[src/rtl/sm_imem_loader_if.sv]
// Byte-stream loader handshake for sm_imem_loader.
//   ld_valid : ld_byte carries a byte this cycle (master -> slave)
//   ld_byte  : stream byte                       (master -> slave)
//   ld_ready : slave accepts a byte              (slave -> master)
// A byte transfers on ld_valid & ld_ready at the rising clock edge.
interface sm_imem_loader_if;
    logic       ld_valid;
    logic       ld_ready;
    logic [7:0] ld_byte;

    modport master (output ld_valid, output ld_byte, input ld_ready);
    modport slave  (input ld_valid, input ld_byte, output ld_ready);
endinterface

[src/rtl/sm_imem_loader.sv]
// Instruction memory for sm_cpu with a framed byte-stream boot loader.
// The CPU reads imData combinationally from imAddr; the loader writes a
// frame (A5, LEN_HI, LEN_LO, N*4 big-endian data bytes, XOR checksum) into
// memory and releases the CPU only once a frame with a good checksum lands.
// Ports:
//   clk, rst   : clock, synchronous active-high reset
//   imAddr     : CPU word address, low ADDR_WIDTH bits used (aliases)
//   imData     : mem[imAddr], combinational
//   ld         : loader stream interface (slave side)
//   cpu_rst_n  : active-low CPU reset, high only in RUN
//   ld_done    : image loaded with good checksum (RUN)
//   ld_error   : last image rejected (ERROR)
module sm_imem_loader #(
    parameter int unsigned ADDR_WIDTH = 6
) (
    input  logic               clk,
    input  logic               rst,
    input  logic [31:0]        imAddr,
    output logic [31:0]        imData,
    sm_imem_loader_if.slave    ld,
    output logic               cpu_rst_n,
    output logic               ld_done,
    output logic               ld_error
);
    localparam int unsigned DEPTH   = 1 << ADDR_WIDTH;
    localparam logic [16:0] DEPTH_W = 17'(DEPTH);
    localparam logic [7:0]  SYNC_B  = 8'hA5;

    typedef enum logic [2:0] {
        S_SYNC, S_LEN_HI, S_LEN_LO, S_DATA, S_CSUM, S_RUN, S_ERROR
    } state_t;

    state_t                state, state_nx;
    logic [ADDR_WIDTH-1:0] ptr;
    logic [1:0]            idx;
    logic [7:0]            csum;
    logic [7:0]            len_hi;
    logic [15:0]           len;
    logic [23:0]           word;     // first three bytes of the word in flight
    logic [31:0]           mem [DEPTH];

    logic                  xfer;
    logic [15:0]           n_len;
    logic                  last_word;
    logic                  word_done;
    logic                  unused_addr;

    assign ld.ld_ready  = !rst;
    assign xfer         = ld.ld_valid & ld.ld_ready;
    assign n_len        = {len_hi, ld.ld_byte};
    assign last_word    = (16'(ptr) == len - 16'd1);
    assign word_done    = xfer && (state == S_DATA) && (idx == 2'd3);

    assign imData       = mem[imAddr[ADDR_WIDTH-1:0]];
    assign unused_addr  = ^imAddr[31:ADDR_WIDTH];

    assign cpu_rst_n    = (state == S_RUN);
    assign ld_done      = (state == S_RUN);
    assign ld_error     = (state == S_ERROR);

    always_ff @(posedge clk) begin
        if (rst) state <= S_SYNC;
        else     state <= state_nx;
    end

    always_comb begin
        state_nx = state;
        if (xfer) begin
            case (state)
                S_SYNC:   if (ld.ld_byte == SYNC_B) state_nx = S_LEN_HI;
                S_LEN_HI: state_nx = S_LEN_LO;
                S_LEN_LO: begin
                    if ({1'b0, n_len} > DEPTH_W) state_nx = S_ERROR;
                    else if (n_len == 16'd0)     state_nx = S_CSUM;
                    else                         state_nx = S_DATA;
                end
                S_DATA:   if (idx == 2'd3 && last_word) state_nx = S_CSUM;
                S_CSUM:   state_nx = (ld.ld_byte == csum) ? S_RUN : S_ERROR;
                S_RUN,
                S_ERROR:  if (ld.ld_byte == SYNC_B) state_nx = S_LEN_HI;
                default:  state_nx = S_SYNC;
            endcase
        end
    end

    always_ff @(posedge clk) begin
        if (rst) begin
            ptr    <= '0;
            idx    <= '0;
            csum   <= '0;
            len_hi <= '0;
            len    <= '0;
            word   <= '0;
        end else if (xfer) begin
            case (state)
                S_LEN_HI: len_hi <= ld.ld_byte;
                S_LEN_LO: begin
                    // clearing csum here also yields the 0x00 expected for N = 0
                    len  <= n_len;
                    ptr  <= '0;
                    idx  <= '0;
                    csum <= '0;
                    word <= '0;
                end
                S_DATA: begin
                    word <= {word[15:0], ld.ld_byte};
                    csum <= csum ^ ld.ld_byte;
                    idx  <= idx + 2'd1;
                    // ptr holds at N-1 after the final word so it never wraps
                    if (idx == 2'd3 && !last_word) ptr <= ptr + 1'b1;
                end
                default: ;
            endcase
        end
    end

    // Memory has no reset: contents survive rst and rejected frames.
    always_ff @(posedge clk) begin
        if (word_done) mem[ptr] <= {word, ld.ld_byte};
    end
endmodule
[src/flat_wrapper.sv]
// flat-port wrapper written by rule: the top's interface ports become plain ports
module sm_imem_loader_flat 
#(
    parameter int unsigned ADDR_WIDTH = 6
)
  (clk, rst, imAddr, imData, cpu_rst_n, ld_done, ld_error, ld_ld_valid, ld_ld_byte, ld_ld_ready);
  sm_imem_loader_if ld_i ();
  input  logic clk;
  input  logic rst;
  input  logic [31:0] imAddr;
  output logic [31:0] imData;
  output logic cpu_rst_n;
  output logic ld_done;
  output logic ld_error;
  input wire logic [$bits(ld_i.ld_valid)-1:0] ld_ld_valid;
  input wire logic [$bits(ld_i.ld_byte)-1:0] ld_ld_byte;
  output wire logic [$bits(ld_i.ld_ready)-1:0] ld_ld_ready;
  assign ld_i.ld_valid = ld_ld_valid;
  assign ld_i.ld_byte = ld_ld_byte;
  assign ld_ld_ready = ld_i.ld_ready;
  sm_imem_loader #(.ADDR_WIDTH(ADDR_WIDTH)) u_core (.clk(clk), .rst(rst), .imAddr(imAddr), .imData(imData), .ld(ld_i), .cpu_rst_n(cpu_rst_n), .ld_done(ld_done), .ld_error(ld_error));
endmodule
[config.mk]
export PLATFORM = sky130hd
export DESIGN_NAME = sm_imem_loader_flat
export DESIGN_NICKNAME = d
export VERILOG_FILES = /design/src/rtl/sm_imem_loader_if.sv /design/src/rtl/sm_imem_loader.sv /design/src/flat_wrapper.sv
export SDC_FILE = /design/constraint.sdc
export NUM_CORES = 2
export LEC_CHECK = 0
export ABC_CLOCK_PERIOD_IN_PS = 11100
export BUFFER_PORTS_ARGS = -buffer_cell sky130_fd_sc_hd__buf_4
export CAP_MARGIN = 20
export CELL_PAD_IN_SITES_DETAIL_PLACEMENT = 0
export CELL_PAD_IN_SITES_GLOBAL_PLACEMENT = 2
export CORE_MARGIN = 2
export CORE_UTILIZATION = 35
export CTS_BUF_LIST = sky130_fd_sc_hd__clkbuf_4 sky130_fd_sc_hd__clkbuf_8 sky130_fd_sc_hd__clkbuf_16
export CTS_CLUSTER_DIAMETER = 50
export DETAILED_ROUTE_END_ITERATION = 10
export GPL_ROUTABILITY_DRIVEN = 0
export PLACE_DENSITY = 0.67
export SLEW_MARGIN = 20
export SYNTH_ARGS = -nofsm -noshare
export SYNTH_HDL_FRONTEND = slang
export SYNTH_SLANG_ARGS = --single-unit
[constraint.sdc]
create_clock -name clk -period 11.1 [get_ports clk]
set_input_delay 2.22 -clock clk [delete_from_list [all_inputs] [get_ports clk]]
set_output_delay 2.22 -clock clk [all_outputs]
set_load 0.005 [all_outputs]
==> metrics <==
Pint 12800 µW; Sw Ratio 0.205; number of global-route vias before repair 37782; setup tns final 0 ns; CTS Hold Bufs 0; post-CTS setup buffers 0; syn nets 3466; Logic pwr share 0.034; ratio of cells with drive above 1 in the final layout 0.333; Via density 5.42; Final Max Slew Viols 0; Leak 0.0283 µW; Clock power frac 0.426; crit path cell chain buf_8 -> buf_4 -> mux4_2 -> mux4_2 -> mux2i_1 -> o21ai_1 -> buf_4; first-pass GRT wire length 283000 µm; hold depth 2; Tot GR Track Use 0.169; core area 230000 µm²; Clock Tree Buf Depth 3; Worst R2R Path Depth 7; DR iter-0 viols between 4000 and 5000; Post-synth EDFFs ~2000; Worst Path Arrival around 5.6 ns; Post-Synthesis Cells 3420; CTS tree built; H-Tree Depth 4; Die Span X 485 µm; antenna viol nets, final 0; die height 485 µm; Worst R2R Start u_core.state[2]; IO buf count 52; largest net degree at the start of global routing 123; Initial DRT Pass Iterations 7; Num CTS Buffers 208; Syn Area/Cell 23.7 µm²; ys flop type edfxtp_1; worst setup margin 3.27 ns; WL/cell around 29 µm; Worst Path Class, Setup primary input to output port; mapped cell area 81000 µm²; Via Count 36808; Async SR Flop Fraction 0; required time of the critical path 8.88 ns; worst skew pair latency 0.83 ns; drc violations 0; sequential area share after synthesis 0.776; CTS clk-pin slew, worst paths 0.06 ns; Fillers around 20000; dpl ws 3.16 ns; max incr delay on CP approximately 0.68 ns; reg2reg end u_core.mem[19][31]; commonest non-fill, non-tap cell in the layout edfxtp_1; Final Net Count 3635; Max stage delay cell, worst path buf_4; Initial Util 0.352; clock sink count 2115; hpwl dp 102000 µm; DIE AREA between 200000 and 250000 µm²; outcome completed; Tcrit/Tclk final 0.706; RSZ-0062 raised after global routing false; delay-heaviest family, CP multiplexers; root buffer cell clkbuf_16; setup violators final 0; num rows between 150 and 200; actual slew at the worst max-slew pin ~1.1 ns; Synth Register Bits between 2000 and 2500; MaxCap Viol Count 0; power per cell area 174 nW/µm²; synth unique cells 54; maximum vdd drop 0.171 mV; CP max FO 77; Seq pwr share 0.540; Net Switching 3300 µW; worst hold path class flop to flop; hold violation count in the final report 0; clock skew 0.0174 ns; r2r setup slk 7.55 ns; total I/O pin count 79; antenna violations before repair 20; crit start category primary input; FMAX 128 MHz; most frequent cells in the layout edfxtp_1 (2048), mux4_2 (664), clkbuf_16 (212); Resized Gates After CTS 0; type of element capturing the critical path output port; crit path launch imAddr[1]; YS warnings 0; total congestion overflow 0; Tmin final between 7 and 8 ns; Area Overhead vs Synth 14.2%; relative slew slack 0.294; final WL 199000 µm; worst hold start u_core.word[21]; Hold Path Sink u_core.word[21]; critical path buffer and inverter count 3
[cells by family (layout without fill, tap and decap cells)]
| group | Yosys count | in the layout | synth area share |
|---|---|---|---|
| muxes | 680 | 680 | 0.187 |
| adders and majority gates | 3 | 3 | 0.000464 |
| other | 0 | 5 | 0 |
| DFF | 2115 | 2115 | 0.776 |
| buffers and inverters | 207 | 549 | 0.0105 |
| xor gates and xnor gates | 11 | 11 | 0.00119 |
| AOI/OAI and AO/OA | 118 | 118 | 0.00833 |
| and+or+nand+nor | 286 | 286 | 0.0166 |
[synthesized netlist by cell type (9+ instances only)]
cell type     n  area share
clkbuf_1    126      0.0058
o21ai_1      10     0.00062
edfxtp_1   2048        0.76
buf_1        17     0.00079
buf_2        47      0.0029
mux4_2      664        0.18
xnor2_1       9     0.00097
nor2_1       89      0.0041
inv_1        13     0.00060
nand2_1      83      0.0038
nand3_1      45      0.0028
nor3_1       14     0.00087
o21ai_0      37      0.0023
dfxtp_1      67       0.017
a21oi_1      43      0.0027
[state kept, by name (all words and copies together), names as in the netlist]
register,cells
u_core.idx,2
u_core.word,24
u_core.len,16
u_core.ptr,6
u_core.len_hi,8
u_core.mem,2048
u_core.csum,8
u_core.state,3
[area by class of cell]
type | instances | area [µm²] | area share
repair buffers | 152 | 1280 | 0.0139
clock inverters | 110 | 845 | 0.00913
clock buffers | 273 | 5800 | 0.0627
inverters | 14 | 52.6 | 0.000568
flip-flops and latches | 2115 | 62900 | 0.680
well taps | 3026 | 3790 | 0.0409
diodes | 5 | 12.5 | 0.000135
multi-input cells | 1098 | 17800 | 0.192
[per-stage QoR]
step                 util  power (µW)  instances  hold WS (ns)  cell area, µm²
floorplan               -        9210       3420         0.430           81000
global placement    0.373        9410       6405         0.440           85800
detailed placement  0.373        9410       6405         0.443           85800
CTS                 0.402       16200       6788         0.452           92400
global route        0.402       16500       6789         0.467           92500
finish              0.402       16100       6793         0.450           92500
[power by group through the flow]
stage | clock, µW | sequential (µW) | combinational [µW]
after floorplan | 0 | 8840 | 365
after global placement | 0 | 8850 | 558
after detailed placement | 0 | 8850 | 560
after CTS | 6990 | 8680 | 561
after global routing | 7270 | 8680 | 592
final | 6840 | 8680 | 549
[worst max-delay path by stage]
stage                       endpoint  slack [ns]  depth (start not counted)
after CTS                 imData[26]        3.15                          7
after detailed placement  imData[26]        3.16                          7
after global placement    imData[26]        3.13                          7
after global routing      imData[26]        3.03                          7
after floorplan           imData[15]        4.19                          6
final                     imData[22]        3.27                          7
[layer usage]
| layer | wire length [µm] | track usage |
|---|---|---|
| met2 | 98600 | 0.277 |
| met1 | 84200 | 0.232 |
| met3 | 12100 | 0.0294 |
| met5 | 20 | 0 |
| met4 | 4460 | 0.0445 |
[tightest hold or removal path: stages (launching register included)]
cell	delay, ns
dfxtp_2	0.32
nand2_1	0.05
a21oi_1	0.05
(Power assumes the default switching activity.)
